===== src/rtl/mux_key.sv =====
// Key-matched lookup mux: returns the data of the table pair whose key equals `key`, else DEFAULT.
// Latency: out/hit are combinational (0 cycles); out_q/hit_q are the same result one clk later.
// Backpressure: none; the lookup is evaluated every cycle and the registers capture every edge.
//
// Ports:
//   clk    clock for the registered copy only
//   rst    synchronous active-high reset, clears out_q/hit_q only
//   key    select value compared exactly against every table key
//   lut    NR_KEY packed {key,data} pairs; pair i occupies [(i+1)*W-1 : i*W], key in the upper bits
//   out    combinational lookup result (DEFAULT on miss)
//   hit    combinational: at least one table key equals key
//   out_q  out registered on clk
//   hit_q  hit registered on clk
module mux_key #(
  parameter int                  NR_KEY   = 2,
  parameter int                  KEY_LEN  = 1,
  parameter int                  DATA_LEN = 1,
  parameter logic [DATA_LEN-1:0] DEFAULT  = '0
) (
  input  logic                                 clk,
  input  logic                                 rst,
  input  logic [KEY_LEN-1:0]                   key,
  input  logic [NR_KEY*(KEY_LEN+DATA_LEN)-1:0] lut,
  output logic [DATA_LEN-1:0]                  out,
  output logic                                 hit,
  output logic [DATA_LEN-1:0]                  out_q,
  output logic                                 hit_q
);

  localparam int W = KEY_LEN + DATA_LEN;

  // Scan from index 0 upward so a later (higher-index) match overwrites an
  // earlier one: with duplicate keys the first-written pair, which lands at
  // the MSB end of a concatenation, is the one that wins. Data is never OR-merged.
  always_comb begin
    out = DEFAULT;
    hit = 1'b0;
    for (int i = 0; i < NR_KEY; i++) begin
      if (lut[i*W + DATA_LEN +: KEY_LEN] == key) begin
        out = lut[i*W +: DATA_LEN];
        hit = 1'b1;
      end
    end
  end

  always_ff @(posedge clk) begin
    if (rst) begin
      out_q <= '0;
      hit_q <= 1'b0;
    end else begin
      out_q <= out;
      hit_q <= hit;
    end
  end

endmodule


===== config.mk =====
export PLATFORM = sky130hd
export DESIGN_NAME = mux_key
export DESIGN_NICKNAME = d
export VERILOG_FILES = /design/src/rtl/mux_key.sv
export SDC_FILE = /design/constraint.sdc
export NUM_CORES = 1
export LEC_CHECK = 0
export ABC_AREA = 1
export BUFFER_PORTS_ARGS = -buffer_cell sky130_fd_sc_hd__buf_4
export CAP_MARGIN = 20
export CELL_PAD_IN_SITES_DETAIL_PLACEMENT = 0
export CELL_PAD_IN_SITES_GLOBAL_PLACEMENT = 1
export CORE_AREA = 2 2 39 41
export CTS_BUF_LIST = sky130_fd_sc_hd__clkbuf_16
export DETAILED_ROUTE_END_ITERATION = 8
export DIE_AREA = 0 0 41 43
export GPL_TIMING_DRIVEN = 0
export PLACE_DENSITY_LB_ADDON = 0.1
export SETUP_SLACK_MARGIN = 0.2
export SYNTH_ARGS = -nofsm -noshare
export SYNTH_HDL_FRONTEND = slang
export SYNTH_SLANG_ARGS = --single-unit

===== constraint.sdc =====
create_clock -name clk -period 0.8 [get_ports clk]
set_input_delay 0.12 -clock clk [delete_from_list [all_inputs] [get_ports clk]]
set_output_delay 0.12 -clock clk [all_outputs]
set_load 0.05 [all_outputs]

; After elaboration in Yosys (flattened, before gate mapping)
; Index checks and enable logic that the tools add are counted.
[totals]
wordCells = 8
memories = 0
output_inout_bits = 4
register_bits = 2
mem_bits_rw = 0
latchBits = 0
in_bits = 7
mem_bits_ro = 0
[op_classes]
n_mul = 0
reduce_logical = 0
muxes = 4
div_mod_pow = 0
addsub = 0
order_cmp = 0
bitwise_logic = 0
eq_ne = 2
n_shift = 0
[op_table]
columns = op, n
row1 = $mux 1, 4
row2 = $eq 1x1->1, 2

; Depth between registers and ports, before layout
; Gate-level depths: netlist of run 1.
[depth]
ltp_word = 3
depth_mapped = 6
ltp_nobuf = 6

; Worst setup path after synthesis of run 1
; Ideal clock, no wire load.
[synth_timing]
path_kind = input port to output port
startpoint = in key
endpoint = out out
t_required_ns = 0.680
cell_stages = 6
arrival_ns = 0.962
n_path_buf = 0
setup_slack_ns = -0.282
cell_sequence = inv_1 > nand2_1 > nand2_2 > nand2_2 > nand3_2 > inv_1
[synth_via]
elab_chain_cells = 3
elab_cells_between_ends = 4
[synth_lines]
columns = element, line_no
row1 = "start, declared", 22  ; input logic [KEY_LEN-1:0] key,
row2 = $eq 1x1->1, 39  ; if (lut[i*W + DATA_LEN +: KEY_LEN] == key) begin
row3 = $mux 1, 39
row4 = $mux 1 *, 39
row5 = "end, declared", 24  ; output logic [DATA_LEN-1:0] out,
; Every way passes the cells marked *; elsewhere a longest branch is shown, timed or not.

; Final worst setup path of run 1
; Same ends and word-level chain as after synthesis.

==> results of run 1 <==
-- kinds of logic after synthesis --
group | Yosys count | share of synthesized area [%]
flops | 2 | 32.00
buf+inv | 6 | 18.00
simple gates | 11 | 46.00
compound gates | 1 | 3.996
-- critical path, delay by kind of cell --
kind | cells | cell delay, ns
buffers and inverters | 4 | 0.41
and+or+nand+nor | 4 | 0.25
-- power by group --
| group | total [W] | internal (W) | switching [W] |
|---|---|---|---|
| Sequential | 0.000114 | 0.000109 | 0.00000413 |
| Clock | 0.000747 | 0.000636 | 0.000111 |
| Combinational | 0.000285 | 0.000134 | 0.000151 |
-- final cells by class --
type / instances / share of cell area, %
repair buffers: 13 / 31.20
multi-input cells: 12 / 30.18
clock buffers: 3 / 15.35
inverters: 6 / 10.49
flip-flops and latches: 2 / 8.696
well taps: 16 / 4.092
-- flip-flops by register name (all words and copies together) (netlist names) --
register	count
hit_q	1
out_q	1
-- cells in the mapped netlist (all sizes together) --
master	number	area, µm²
nor2	1	6.260
dfxtp	2	40.04
nand2	7	31.28
nand3	3	20.02
inv	6	22.52
a21oi	1	5.000
-- metal layers --
metal / vias up / share of wire, % / GRT usage [%]
met5: - / 0 / 0
met2: 10 / 60 / 8.125
met1: 80 / 25 / 5.732
met3: 3 / 11 / 3.141
li1: 91 / - / -
met4: 0 / 3.1 / 10.00
-- final timing paths --
kind                  from    end  slack, ns
worst max-delay path   key    out      -0.09
worst min-delay path   rst  out_q       0.06
-- through the flow --
step	setup slack [ns]	setup TNS, ns	cell area (µm²)	cells
after floorplan	-0.02561	-0.02561	200.2	20
after global placement	-0.1896	-0.2240	295.3	46
after detailed placement	-0.1915	-0.2284	295.3	46
after CTS	-0.09065	-0.1511	467.9	51
after global routing	-0.1283	-0.2230	489.2	52
final	-0.09095	-0.1536	489.2	52
-- timing repair --
action | in CTS | in global routing
gates resized for setup | 19 | 2
setup buffers | 2 | 1
pin swaps | 4 | 1
cloned | 0 | 0
endpoints found under the setup margin | 4 | 5
hold buffers | 0 | 0
==> flow_summary_export.csv, run 1 <==
group,metric,value,unit
power_and_ir_drop,p_leak,0.2130,nW
layout,n_antenna_cell,0,
run_status,violations,"setup timing",
clocking,cts_sinks,2,
setup_path,crit_path_end_kind,"output port",
yosys,ys_seq_elements,2,
sta,period_share,111.4,%
clocking,cts_tree,"done",
sta,rsz0062_at_grt,"yes",
setup_path,cp_cell_sequence,"buf_12, clkinv_8, nand2_8, nand2_4, nand2_8, nand3_4, clkinvlp_4, buf_8",
yosys,synth.yosys.seq_area_share,32.00,%
drt,drc,0,
yosys,yosys_warnings,0,
setup_path,crit_required,0.68,ns
floorplan,io_pins,11,
drt,wirelength,451,µm
sta,relSlewSlack,89.44,%
clocking,numCtsBuffers,3,
sta,drv_slew,0,
drt,first_iter_violations,0,
yosys,mappedNetlistArea,125.1,µm²
setup_path,worst-path-max-fanout,3,
sta,fin_hold_ws,0.05736,ns
layout,syn_to_final_growth,291.0,%
grt,grt_pass1_wl,662,µm
layout,multi_input_area,147.6,µm²
floorplan,dieArea,1763,µm²
setup_path,max_stage_delay,0.15,ns
clocking,root_buffer,"clkbuf_16",
sta,max_freq,1122,MHz
min_path,holdPathStages,2,
setup_path,crit_path_start_kind,"input port",
layout,final_cell_mix,"buf_4, nand2_8, buf_8",
yosys,avgSynthCellArea,6.256,µm²
grt,grt_usage,6.507,%
clocking,clockBufferDepth,2,
drt,wl_per_cell,8.673,µm
floorplan,start_util,9.042,%
power_and_ir_drop,powerDensity,2341,nW/µm²
clocking,clk_pin_slew,0.03,ns
floorplan,row_count,14,
setup_path,cpMaxStageDelayCell,"buf_8",
yosys,synthesis.nets,27,
layout,drive_gt1_share,86.11,%
yosys,yosysUniqueCellTypes,8,
layout,finalNetCount,45,
drt,dr.pass1.iters,1,
min_path,hold_class,"input port to register",
sta,setup-violations-final,2,
layout,fillers,142,
sta,setup_slack,-0.09095,ns
flow_run,cap_violations,0,
setup_path,path_class,"input port to output port",
placed_design,gp_congestion,0.4958,
power_and_ir_drop,finalPower,0.001145,W
grt,grt_max_degree,4,
placed_design,dp_hpwl,296.3,µm
sta,tightest_slew,0.1583,ns
floorplan,die_x,41,µm
grt,antenna_found_initial,0,
layout,final_common_cell,"buf_4",
setup_path,worstPathArrival,0.77,ns
grt,grt-ovfl-total,0,
drt,antenna_left,0,
sta,fin_crit,0.8910,ns
grt,grt_pass1_vias,182,
clocking,cts-htree-levels,1,
layout,seq_area,42.54,µm²
drt,vias,184,
drt,avgViaCountPerCell,3.538,
yosys,netlist_instances,20,
floorplan,design.core.area,1384,µm²
placed_design,numPortBuffers,10,
layout,post-route-util,35.35,%
power_and_ir_drop,peakVddDrop,0.5734,mV
run_status,status,"complete, but fails checks",
sta,hold_violations,0,
setup_path,crit_top_cell,"nand2_8",
floorplan,die_h,43,µm
Power figures use the tool's default switching activity.
==> run 2: changes to the inputs <==
CTS_BUF_LIST = sky130_fd_sc_hd__clkbuf_4   (was sky130_fd_sc_hd__clkbuf_16)
clock period = 1.07 ns   (was 0.8 ns; I/O delays follow)
==> run 2 against run 1 <==
Effect of this change:
- the flow now finishes without violations
- worst hold slack improved by 0.043 ns
- routed wire length decreased by 12%
- power decreased by 61%
- combinational power decreased by 27%
- global-route usage increased by 0.30 points
- clock power decreased by 79%
- non-clock buffer count increased by 3
- core utilization decreased by 4.0 points
- via count increased by 0.54%
- critical path depth unchanged
- critical path type unchanged
- highest routed layer is now met3
==> flow_summary_export.csv, run 2 (synthesized netlist as in run 1, its figures left out) <==
group,metric,value,unit
sta,rsz0062_at_grt,"yes",
sta,fin_hold_ws,0.1004,ns
layout,finalNetCount,48,
drt,top_layer,"met3",
grt,grt-ovfl-total,0,
grt,grt_max_degree,4,
floorplan,row_count,14,
layout,drive_gt1_share,84.62,%
layout,final_cell_mix,"buf_4, nand2_8, clkbuf_4, buf_6",
run_status,status,"finished clean",
sta,setup-violations-final,0,
drt,vias,185,
min_path,hold_class,"input port to register",
placed_design,pre_cts_ws,0.0003356,ns
setup_path,worst-path-max-fanout,3,
floorplan,design.core.area,1384,µm²
drt,dr.pass1.iters,4,
floorplan,dieArea,1763,µm²
setup_path,worstPathArrival,0.83,ns
setup_path,max_stage_delay,0.15,ns
drt,m1WireLength,150,µm
drt,dr_wl_met2,222,µm
clocking,numCtsBuffers,3,
sta,hold_violations,0,
clocking,clockBufferDepth,2,
drt,wl_met3,25,µm
layout,top_regs,"hit_q x1, out_q x1",
setup_path,crit_top_cell,"nand2_8",
drt,antenna_left,0,
drt,wl_per_cell,7.236,µm
placed_design,gp_congestion,0.5456,
flow_run,cap_violations,0,
drt,avgViaCountPerCell,3.364,
grt,grt_usage,6.807,%
floorplan,die_h,43,µm
setup_path,crit_buf_inv,4,
layout,n_antenna_cell,0,
clocking,root_buffer,"clkbuf_4",
drt,wirelength,398,µm
sta,fin_crit,0.9873,ns
floorplan,die_x,41,µm
drt,drc,0,
layout,final_common_cell,"buf_4",
sta,relSlewSlack,91.38,%
placed_design,numPortBuffers,10,
layout,fillers,145,
setup_path,cpMaxStageDelayCell,"buf_8",
clocking,cts_tree,"done",
setup_path,path_class,"input port to output port",
sta,setup_slack,0.08273,ns
sta,tns,0,ns
setup_path,crit_path_start_kind,"input port",
sta,tightest_slew,0.1290,ns
sta,period_share,92.27,%
power_and_ir_drop,p_leak,0.2009,nW
grt,antenna_found_initial,0,
setup_path,crit_path_end_kind,"output port",
grt,grt_pass1_wl,703,µm
sta,max_freq,1013,MHz
clocking,clk_pin_slew,0.03,ns
grt,grt_pass1_vias,188,
power_and_ir_drop,peakVddDrop,0.1683,mV
floorplan,start_util,9.042,%
power_and_ir_drop,powerDensity,1042,nW/µm²
drt,first_iter_violations,1,
sta,drv_slew,0,
layout,syn_to_final_growth,247.0,%
setup_path,cp_cell_sequence,"buf_12, inv_12, nand2_8, nand2_8, nand2_8, nand3_4, clkinvlp_4, buf_8",
setup_path,crit_required,0.91,ns
floorplan,io_pins,11,
clocking,cts-htree-levels,1,
setup_path,critical-path-top-delay-family,"buffers and inverters",
clocking,cts_sinks,2,
-- run 2: cell count changes in the layout (fill, tap and decap cells not counted), sizes merged --
cell / previous run / this run
buf: 13 / 16
-- run 2: what timing repair did --
| item | CTS | global route |
|---|---|---|
| gates resized for setup | 14 | 4 |
| pin swaps | 5 | 5 |
| buffers inserted | 3 | 3 |
| hold buffers | 0 | 0 |
| setup endpoints to repair | 3 | 4 |
-- run 2: per-layer routing --
metal	GRT usage [%]	vias up
li1	-	97
met1	6.688	82
met2	8.125	6
met3	1.571	0
met4	12.00	0
met5	0	-
-- run 2: through the flow --
step	total power [W]	instances	util [%]	cell area (µm²)
6_report	0.0004524	55	31.37	434.2
3_5_place_dp	0.0002352	46	21.16	292.8
5_1_grt	0.0004852	55	31.37	434.2
4_1_cts	0.0004494	52	28.93	400.4
2_1_floorplan	0.0001840	20	-	197.7
3_3_place_gp	0.0002345	46	21.16	292.8
-- run 2: layout make-up --
class / instances / area, µm² / area share, %
Timing Repair Buffer: 16 / 163.9 / 37.75
Multi-Input combinational cell: 12 / 133.9 / 30.84
Inverter: 6 / 51.30 / 11.82
Sequential cell: 2 / 42.54 / 9.798
Clock buffer: 3 / 22.52 / 5.187
Tap cell: 16 / 20.02 / 4.611
-- run 2: final timing paths --
| path | from | endpoint | slack (ns) | cells past startpoint |
|---|---|---|---|---|
| max | lut[3] | out | 0.08 | 8 |
| min | rst | out_q | 0.10 | 2 |
-- run 2: where the power goes --
group	switching [W]	internal, W	total (W)
Sequential	0.00000215	0.0000817	0.0000839
Clock	0.0000367	0.000123	0.000160
Combinational	0.000110	0.0000991	0.000209
==> run 3: changes to the inputs <==
clock period = 1.1 ns   (was 1.07 ns; I/O delays follow)
==> run 3 against run 2 <==
Effect of this change:
- power decreased by 3.4%
- core utilization decreased by 0.45 points
- die area unchanged
- clock power decreased by 3%
- routed wire length increased by 0.50%
- final area decreased by 1.4%
- sequential cell count unchanged
- combinational power decreased by 4%
- final cell count unchanged
- critical path depth unchanged
- via count unchanged
==> flow_summary_export.csv, run 3 (synthesized netlist as in run 1, its figures left out) <==
group,metric,value,unit
run_status,status,"finished clean",
drt,wirelength,400,µm
setup_path,crit_path_start_kind,"input port",
floorplan,io_pins,11,
power_and_ir_drop,peakVddDrop,0.1628,mV
grt,grt-ovfl-total,0,
power_and_ir_drop,power_frac_seq,18.3,%
drt,wl_per_cell,7.273,µm
sta,period_share,90.57,%
floorplan,start_util,9.042,%
power_and_ir_drop,p_sw_share,32.95,%
setup_path,worst-path-stages,8,
layout,final_common_cell,"buf_4",
clocking,numCtsBuffers,3,
drt,avgViaCountPerCell,3.364,
layout,post-route-util,30.92,%
clocking,root_buffer,"clkbuf_4",
setup_path,cpMaxStageDelayCell,"buf_8",
setup_path,max_stage_delay,0.15,ns
setup_path,crit_end,"out",
sta,max_freq,1004,MHz
floorplan,design.core.area,1384,µm²
placed_design,numPortBuffers,10,
sta,tns,0,ns
power_and_ir_drop,pwr-share-comb,46.1,%
layout,finalNetCount,48,
power_and_ir_drop,p_clk_share,35.6,%
grt,grt_pass1_vias,188,
setup_path,crit_required,0.94,ns
layout,seq_area,40.04,µm²
placed_design,pre_cts_ws,0.02134,ns
clocking,cts_sinks,2,
setup_path,critical-path-top-delay-family,"buffers and inverters",
drt,first_iter_violations,1,
floorplan,die_x,41,µm
floorplan,row_count,14,
clocking,clockBufferDepth,2,
layout,multi_input_area,133.9,µm²
sta,tightest_slew,0.1290,ns
setup_path,crit_top_cell,"nand2_8",
sta,fin_crit,0.9963,ns
layout,syn_to_final_growth,242.0,%
layout,top_regs,"hit_q x1, out_q x1",
setup_path,worst-path-max-fanout,3,
placed_design,gp_congestion,0.5456,
power_and_ir_drop,cellInternalPower,0.0002930,W
sta,relSlewSlack,91.38,%
floorplan,die_h,43,µm
sta,drv_slew,0,
sta,hold_violations,0,
drt,drc,0,
power_and_ir_drop,powerDensity,1021,nW/µm²
grt,grt_max_degree,4,
min_path,hold_class,"input port to register",
drt,dr.pass1.iters,4,
setup_path,crit_buf_inv,4,
clocking,clk_pin_slew,0.03,ns
setup_path,cp_cell_sequence,"buf_12, inv_12, nand2_8, nand2_8, nand2_8, nand3_4, clkinvlp_4, buf_8",
grt,grt_usage,6.807,%
drt,antenna_left,0,
setup_path,path_class,"input port to output port",
layout,final_cell_mix,"buf_4, nand2_8, clkbuf_4",
sta,rsz0062_at_grt,"yes",
sta,setup-violations-final,0,
floorplan,dieArea,1763,µm²
setup_path,crit_path_end_kind,"output port",
flow_run,cap_violations,0,
power_and_ir_drop,p_leak,0.1995,nW
clocking,cts-htree-levels,1,
layout,drive_gt1_share,79.49,%
setup_path,worstPathArrival,0.83,ns
drt,vias,185,
setup_path,crit_start,"lut[3]",
power_and_ir_drop,switchingPower,0.0001440,W
grt,grt_pass1_wl,703,µm
clocking,cts_hold_buf,0,
grt,antenna_found_initial,0,
sta,setup_slack,0.1037,ns
layout,n_antenna_cell,0,
clocking,cts_tree,"done",
layout,fillers,147,
==> run 3: cell counts in the layout (fill, tap and decap cells not counted) <==
Identical to the previous run, type by type.
==> run 3: repair_timing <==
item	in CTS	in global routing
buffers inserted	3	3
gates resized for setup	13	2
pin swaps	5	5
cloned	0	0
hold endpoints to repair	0	0
setup endpoints to repair	2	3
==> run 3: how the worst min path moves through the flow <==
stage	from	endpoint	slack, ns	cells after the start
finish	rst	out_q	0.11	2
floorplan	rst	out_q	0.23	1
CTS	rst	out_q	0.11	2
global route	rst	out_q	0.1	2
detailed placement	rst	out_q	0.34	2
global placement	rst	out_q	0.34	2
==> run 3: per-layer routing <==
layer	GRT usage [%]	share of wire, %	vias to the layer above
met5	0	0	-
met1	6.688	37	82
met3	1.571	6.8	0
met4	12.00	0	0
li1	-	-	97
met2	8.125	56	6
==> run 3: layout make-up <==
class	count	share of cell area, %
repair buffers	16	37.43
multi-input cells	12	31.29
inverters	6	11.99
flip-flops and latches	2	9.357
clock buffers	3	5.263
well taps	16	4.678
==> run 3: power by group through the flow <==
stage	registers, W	clock network (W)	logic (W)
final	0.0000801	0.000155	0.000201
after global routing	0.0000804	0.000176	0.000212
after CTS	0.0000797	0.000166	0.000190
after detailed placement	0.0000806	0	0.000148
after global placement	0.0000804	0	0.000148
after floorplan	0.0000992	0	0.0000798
==> run 3: metrics by stage <==
step                cells  cell area, µm²  hold slack, ns  total power (W)
floorplan              20           197.7          0.2319        0.0001790
global placement       46           292.8          0.3383        0.0002281
detailed placement     46           292.8          0.3389        0.0002288
CTS                    52           396.6          0.1054        0.0004352
global route           55           427.9         0.09533        0.0004688
finish                 55           427.9          0.1122        0.0004369
